### config.mk
export PLATFORM = sky130hd
export DESIGN_NAME = instr_loader_flat
export DESIGN_NICKNAME = d
export VERILOG_FILES = /design/src/rtl/instr_loader_if.sv /design/src/rtl/instr_loader.sv /design/src/flat_wrapper.sv
export SDC_FILE = /design/constraint.sdc
export NUM_CORES = 1
export LEC_CHECK = 0
export BUFFER_PORTS_ARGS = -buffer_cell sky130_fd_sc_hd__buf_2
export CELL_PAD_IN_SITES_DETAIL_PLACEMENT = 1
export CELL_PAD_IN_SITES_GLOBAL_PLACEMENT = 1
export CORE_AREA = 2 2 104 106
export CTS_BUF_LIST = sky130_fd_sc_hd__clkbuf_8 sky130_fd_sc_hd__clkbuf_16
export DETAILED_ROUTE_END_ITERATION = 8
export DIE_AREA = 0 0 106 108
export PLACE_DENSITY_LB_ADDON = 0.1
export SYNTH_ARGS = -nofsm -noshare
export SYNTH_HDL_FRONTEND = slang
export SYNTH_SLANG_ARGS = --single-unit
### constraint.sdc
create_clock -name clk -period 2.68 [get_ports clk]
set_input_delay 0.536 -clock clk [delete_from_list [all_inputs] [get_ports clk]]
set_output_delay 0.536 -clock clk [all_outputs]
set_load 0.02 [all_outputs]
### src/rtl/instr_loader_if.sv
// Program-store bus: load/run controls and write port from the board, fetch port to the control unit.
interface instr_loader_if #(
    parameter int DATA_W = 12,
    parameter int ADDR_W = 3
);
    logic              load_mode;
    logic              wr_valid;
    logic [DATA_W-1:0] wr_data;
    logic              run_req;
    logic              step_req;
    logic [ADDR_W-1:0] pc_in;
    logic [DATA_W-1:0] inst_out;
    logic              core_en;
    logic [ADDR_W:0]   loaded_cnt;
    logic              full;
    logic              ovf;
    logic [1:0]        state_out;

    modport master (
        output load_mode, wr_valid, wr_data, run_req, step_req, pc_in,
        input  inst_out, core_en, loaded_cnt, full, ovf, state_out
    );

    modport slave (
        input  load_mode, wr_valid, wr_data, run_req, step_req, pc_in,
        output inst_out, core_en, loaded_cnt, full, ovf, state_out
    );
endinterface

### src/rtl/instr_loader.sv
// Writable instruction store with LOAD/RUN/STEP mode control for the core.
// Latency: inst_out is a 0-cycle read of store[pc_in]; writes and mode changes land on the next edge.
// Backpressure: none; writes while full are dropped and flagged on the sticky ovf.
module instr_loader #(
    parameter int DATA_W = 12,
    parameter int ADDR_W = 3,
    parameter int DEPTH  = 1 << ADDR_W
) (
    input  logic             clk,
    input  logic             reset,
    instr_loader_if.slave    bus
);

    typedef enum logic [1:0] {
        IDLE = 2'b00,
        LOAD = 2'b01,
        RUN  = 2'b10,
        STEP = 2'b11
    } state_t;

    localparam logic [ADDR_W:0] CNT_MAX = (ADDR_W + 1)'(DEPTH);

    state_t            state;
    logic [ADDR_W-1:0] wr_ptr;
    logic [ADDR_W:0]   loaded_cnt;
    logic [ADDR_W:0]   cnt_inc;
    logic              full;
    logic              ovf;
    logic              core_en;
    logic [DATA_W-1:0] store [DEPTH];

    assign cnt_inc = loaded_cnt + 1'b1;

    always_ff @(posedge clk) begin
        if (!reset) begin
            state      <= IDLE;
            wr_ptr     <= '0;
            loaded_cnt <= '0;
            full       <= 1'b0;
            ovf        <= 1'b0;
            core_en    <= 1'b0;
            for (int i = 0; i < DEPTH; i++) begin
                store[i] <= '0;
            end
        end else begin
            case (state)
                IDLE: begin
                    if (bus.load_mode) begin
                        state      <= LOAD;
                        wr_ptr     <= '0;
                        loaded_cnt <= '0;
                        full       <= 1'b0;
                        ovf        <= 1'b0;
                    end else if (bus.run_req) begin
                        state   <= RUN;
                        core_en <= 1'b1;
                    end else if (bus.step_req) begin
                        state   <= STEP;
                        core_en <= 1'b1;
                    end
                end
                LOAD: begin
                    // A write on the cycle load_mode drops is still taken.
                    if (bus.wr_valid) begin
                        if (!full) begin
                            store[wr_ptr] <= bus.wr_data;
                            loaded_cnt    <= cnt_inc;
                            full          <= (cnt_inc == CNT_MAX);
                            if (cnt_inc != CNT_MAX) begin
                                wr_ptr <= wr_ptr + 1'b1;
                            end
                        end else begin
                            ovf <= 1'b1;
                        end
                    end
                    if (!bus.load_mode) begin
                        state <= IDLE;
                    end
                end
                RUN: begin
                    if (bus.load_mode) begin
                        state      <= LOAD;
                        core_en    <= 1'b0;
                        wr_ptr     <= '0;
                        loaded_cnt <= '0;
                        full       <= 1'b0;
                        ovf        <= 1'b0;
                    end else if (bus.run_req) begin
                        state   <= IDLE;
                        core_en <= 1'b0;
                    end
                end
                STEP: begin
                    state   <= IDLE;
                    core_en <= 1'b0;
                end
                default: begin
                    state   <= IDLE;
                    core_en <= 1'b0;
                end
            endcase
        end
    end

    assign bus.inst_out   = store[bus.pc_in];
    assign bus.core_en    = core_en;
    assign bus.loaded_cnt = loaded_cnt;
    assign bus.full       = full;
    assign bus.ovf        = ovf;
    assign bus.state_out  = state;

endmodule

### src/flat_wrapper.sv
// flat-port wrapper written by rule: the top's interface ports become plain ports
module instr_loader_flat 
#(
    parameter int DATA_W = 12,
    parameter int ADDR_W = 3,
    parameter int DEPTH  = 1 << ADDR_W
)
  (clk, reset, bus_load_mode, bus_wr_valid, bus_wr_data, bus_run_req, bus_step_req, bus_pc_in, bus_inst_out, bus_core_en, bus_loaded_cnt, bus_full, bus_ovf, bus_state_out);
  instr_loader_if #(.DATA_W(DATA_W), .ADDR_W(ADDR_W)) bus_i ();
  input  logic clk;
  input  logic reset;
  input wire logic [$bits(bus_i.load_mode)-1:0] bus_load_mode;
  input wire logic [$bits(bus_i.wr_valid)-1:0] bus_wr_valid;
  input wire logic [$bits(bus_i.wr_data)-1:0] bus_wr_data;
  input wire logic [$bits(bus_i.run_req)-1:0] bus_run_req;
  input wire logic [$bits(bus_i.step_req)-1:0] bus_step_req;
  input wire logic [$bits(bus_i.pc_in)-1:0] bus_pc_in;
  output wire logic [$bits(bus_i.inst_out)-1:0] bus_inst_out;
  output wire logic [$bits(bus_i.core_en)-1:0] bus_core_en;
  output wire logic [$bits(bus_i.loaded_cnt)-1:0] bus_loaded_cnt;
  output wire logic [$bits(bus_i.full)-1:0] bus_full;
  output wire logic [$bits(bus_i.ovf)-1:0] bus_ovf;
  output wire logic [$bits(bus_i.state_out)-1:0] bus_state_out;
  assign bus_i.load_mode = bus_load_mode;
  assign bus_i.wr_valid = bus_wr_valid;
  assign bus_i.wr_data = bus_wr_data;
  assign bus_i.run_req = bus_run_req;
  assign bus_i.step_req = bus_step_req;
  assign bus_i.pc_in = bus_pc_in;
  assign bus_inst_out = bus_i.inst_out;
  assign bus_core_en = bus_i.core_en;
  assign bus_loaded_cnt = bus_i.loaded_cnt;
  assign bus_full = bus_i.full;
  assign bus_ovf = bus_i.ovf;
  assign bus_state_out = bus_i.state_out;
  instr_loader #(.DATA_W(DATA_W), .ADDR_W(ADDR_W), .DEPTH(DEPTH)) u_core (.clk(clk), .reset(reset), .bus(bus_i));
endmodule
==> Yosys cells after proc, flatten, opt, wreduce, memory -nomap -nowiden <==
Memory sizes are Yosys's and may differ from the RTL's.
Index checks and enable logic that the tools add are counted.
{ "word_totals": {"register_bits": 12, "inputBits": 21, "n_memories": 1, "ramBits": 96, "out_inout_bits": 21} }
{ "mem_list": {"columns": ["name", "depth", "word_bits", "rd", "rd_clocked_by_memory_dff", "wr", "line_no", "rtl"], "rows": [
  ["u_core.store", 8, 12, 1, 0, 8, "instr_loader.sv:30", "logic [DATA_W-1:0] store [DEPTH];"]
]} }
{ "classes": {"n_addsub": 2, "n_eq_ne": 15, "mux": 38, "reduce_logical": 11} }
{ "op_table": {"columns": ["op", "n"], "rows": [
  ["1-bit 2-to-1 mux", 17],
  ["3-bit 2-to-1 mux", 5],
  ["12-bit 2-to-1 mux", 1],
  ["2-bit 2-to-1 mux", 6],
  ["4-bit 2-to-1 mux", 3],
  ["4-bit AND reduction", 3],
  ["12-bit OR reduction", 1],
  ["2-bit != test, second input constant", 4],
  ["4-bit != test, second input constant", 2],
  ["2-bit case mux with 4 select lines", 1],
  ["4-bit case mux with 2 select lines", 1],
  ["2-bit by 1-bit != test with 1-bit output, second input constant", 3],
  ["3-bit != test, second input constant", 2],
  ["3-bit case mux with 2 select lines", 1],
  ["3-bit AND reduction", 2],
  ["5-bit AND reduction", 1],
  ["4-bit by 1-bit adder with 4-bit output, second input constant", 1],
  ["2-bit equality test, second input constant", 2],
  ["4-bit equality test, second input constant", 1],
  ["1-bit case mux with 2 select lines", 2],
  ["3-bit by 1-bit adder with 3-bit output, second input constant", 1],
  ["1-bit case mux with 3 select lines", 1],
  ["3-bit nonzero test", 1],
  ["2-bit by 1-bit equality test with 1-bit output, second input constant", 1],
  ["3 further kinds", 3]
]} }

==> Depth between registers and ports, before layout <==
{ "logic_depth": {"ltp_word": 7, "mapped_depth": 7, "ltp_nobuf": 6} }

==> Worst setup path before layout <==
OpenSTA, ideal clock, no wires.
{ "synth_path": {"path_kind": "reg2reg", "start": "register u_core.state[0], in the netlist u_core.bus.state_out[0]", "end": "memory u_core.store[7][0], enable pin", "slack_ps": 230, "t_arrival_ps": 2053, "setup_time_ps": 398, "stages_incl_launch_ff": 6, "required_time_ps": 2282, "path_buffers": 1, "path_cell_list": "dfxtp_1 -> buf_4 -> nand2_2 -> nor3_4 -> nand3_4 -> o21ai_0"} }
{ "synth_rtl": {"columns": ["item", "line_no", "rtl"], "rows": [
  ["from (decl)", "instr_loader.sv:23", "state_t state;"],
  ["from (signal assigned)", "instr_loader.sv:36", "state <= IDLE;"],
  ["from (signal assigned)", "instr_loader.sv:49", "state <= LOAD;"],
  ["from (signal assigned)", "instr_loader.sv:55", "state <= RUN;"],
  ["to (decl)", "instr_loader.sv:30", null]
]} }

==> Final worst setup path <==
{ "layout_path": {"start": "input bus_pc_in[0]", "end": "output bus_inst_out[8]"} }
{ "layout_via": {"elab_chain_cells": 1} }
{ "layout_rtl": {"columns": ["item", "line_no", "rtl"], "rows": [
  ["from (decl)", "flat_wrapper.sv:17", "input wire logic [$bits(bus_i.pc_in)-1:0] bus_pc_in;"],
  ["memory 8 x 12 bit", null, null],
  ["to (decl)", "flat_wrapper.sv:18", "output wire logic [$bits(bus_i.inst_out)-1:0] bus_inst_out;"]
]} }
Every way passes these cells.

==> reports/qor.yml <==
status: "completed"
relSlewSlack_pct: 73.0
die_area_um2: 11400
worst_ep_required_time_ns: 2.14
fin_ws_ns: 0.294
leakage_nw: 2.21
num_rows: 37
drv_slew: 0
hpwl_um: 8180
hold_viol: 0
grt_pass1_wl_um: 18400
synth_top_cell_by_area: "edfxtp_1"
hp-class: "input port to flip-flop"
nNetsFinal: 427
fmax_mhz: 419
clockBufferDepth: 2
core_um2: 10200
syn_inst: 342
drtAntennaViolNets: 0
yosysWarningCount: 0
ys_seq_elements: 108
multi_input_area_um2: 1820
wl_um: 11900
firstDrtPassIters: 4
worstSetupStartpoint: "bus_pc_in[0]"
path_class: "input port to output pin"
ctsRootBufferMaster: "clkbuf_8"
drc: 0
clk-insertion-delay-late_ns: 0.37
setup_tns_ns: 0
fillCellCount: 1032
synth_cell_type_count: 37
setup_viol: 0
clk_pin_slew_ns: 0.10
layout_commonest_cell: "and2_1"
tightest_slew_ns: 0.404
syn_area_per_cell_um2: 14.8
maxCapViolations: 0
regArea_um2: 3120
grtUsageTotal_pct: 22.4
cts_buffers: 9
fin_crit_ns: 2.39
numPortBuffers: 41
power_mw: 3.12
cts_max_level: 3
synthesis.area_um2: 5050
vias: 2964
hold_buffers: 0
synthTopCellsByArea: "edfxtp_1 (57%), and2_1 (13%), mux4_2 (11%), dfxtp_1 (4.8%), mux2_2 (2.7%)"
grt_overflow_total: 0
drt_iter0_drc: 156
clock_skew_ns: 0.00675
yosysSeqAreaShare_pct: 61.9
ctsResizeCount: 0
final_cell_mix: "and2_1 (101), edfxtp_1 (96), buf_2 (41), buf_4 (25), mux4_2 (24)"
vias_per_cell: 5.45
ios: 42
die_x_um: 106
syn_nets: 366
end_kind: "output pin"
start_kind: "input port"
rr_startpoint: "u_core.bus.state_out[0]$_SDFFE_PN0P_"
die_h_um: 108
postLayoutCoreUtil_pct: 56.1
antenna-diode-count: 0
area_growth_pct: 13.7
wl_per_cell_um: 21.9
grt_setup_unrepaired: "false"
critical_path_arrival_ns: 1.85
grt_max_degree: 25
peakVddDrop_v: 0.000331
start_util_pct: 49.3
antenna_found_initial: 0
power_density_nw_per_um2: 543
pre_cts_slack_ns: 0.284
grt_pass1_vias: 3155
gp_congestion: 0.744
min_from: "bus_wr_data[0]"
clock_sinks: 108
worstPathMaxFanout: 17
post-cts-setup-buffers: 0
drive_above_1_share_pct: 31.4
cts_tree: "yes"
finalCritPeriodShare_pct: 89.0
synth_top_area_share_pct: 57.1
final timing paths:
path | endpoint | depth (start not counted) | slack [ns]
hold / removal | u_core.store[7][0]$_SDFFCE_PN0P_ | 2 | 0.53
setup / recovery | bus_inst_out[8] | 5 | 0.29
setup reg to reg | u_core.store[6][11]$_SDFFCE_PN0P_ | 6 | 0.66
hold reg to reg | u_core.bus.core_en$_SDFFE_PN0P_ | 2 | 0.53
sequential cells by signal, indices dropped and copies added, names as in the netlist:
signal and count:
u_core.store 96, u_core.bus.loaded_cnt 4, u_core.wr_ptr 3, u_core.bus.state_out 2, u_core.bus.core_en 1, u_core.bus.full 1, u_core.bus.ovf 1
layout make-up:
class,count,share of cell area (%)
multi-input cells,213,31.7
clock buffers,9,2.16
well taps,136,2.96
clock inverters,7,0.741
inverters,2,0.131
flip-flops and latches,108,54.4
repair buffers,69,7.89
cell usage after synthesis, drive strengths merged:
| cell | n |
|---|---|
| dfxtp | 12 |
| buf | 8 |
| a32oi | 1 |
| a21boi | 2 |
| nor2 | 14 |
| mux2i | 1 |
| and2 | 101 |
| nand3b | 1 |
| inv | 2 |
| nand4b | 3 |
| nand2b | 5 |
| nand3 | 2 |
| edfxtp | 96 |
| a22oi | 1 |
| a21oi | 3 |
| nor3 | 4 |
| a2bb2oi | 1 |
| and3 | 4 |
| mux4 | 24 |
| nor2b | 3 |
| o21ai | 13 |
| clkbuf | 11 |
| nand4bb | 1 |
| mux2 | 12 |
| o31ai | 1 |
| nand2 | 8 |
| o21a | 2 |
| ha | 3 |
| o211ai | 2 |
| o2111ai | 1 |
worst max-delay path, stage by stage:
cell	delay, ns
buf_2	0.14
buf_12	0.19
mux4_2	0.52
mux2_2	0.29
buf_2	0.16
per-stage QoR:
stage	hold slack (ns)	cells	cell area, um2
after floorplan	0.573	342	5050
after global placement	0.495	528	5570
after detailed placement	0.512	528	5570
after CTS	0.522	544	5740
after global routing	0.524	544	5740
final	0.528	544	5740
cells by family (layout without fill, tap and decap cells):
kind of cell / after synthesis / in the layout / synth area share, %
buffers and inverters: 21 / 87 / 2.08
and+or+nand+nor: 146 / 146 / 18.3
muxes: 37 / 37 / 13.6
DFF: 108 / 108 / 61.9
AOI/OAI and AO/OA: 27 / 27 / 3.40
adders and majority gates: 3 / 3 / 0.744
power breakdown:
part / switching (mW) / leakage [nW] / internal (mW) / total [mW]
clock: 0.563 / 0.0929 / 0.336 / 0.899
combinational: 0.173 / 1.03 / 0.135 / 0.309
sequential: 0.0281 / 1.09 / 1.88 / 1.91
total: 0.764 / 2.21 / 2.36 / 3.12
metal layers:
layer	track usage [%]	vias to the layer above	share of wire (%)
li1	-	1376	-
met1	28.9	1490	42
met2	39.8	87	51
met3	3.38	11	4.7
met4	6.48	0	1.5
met5	0	-	0
(Power assumes the default switching activity.)
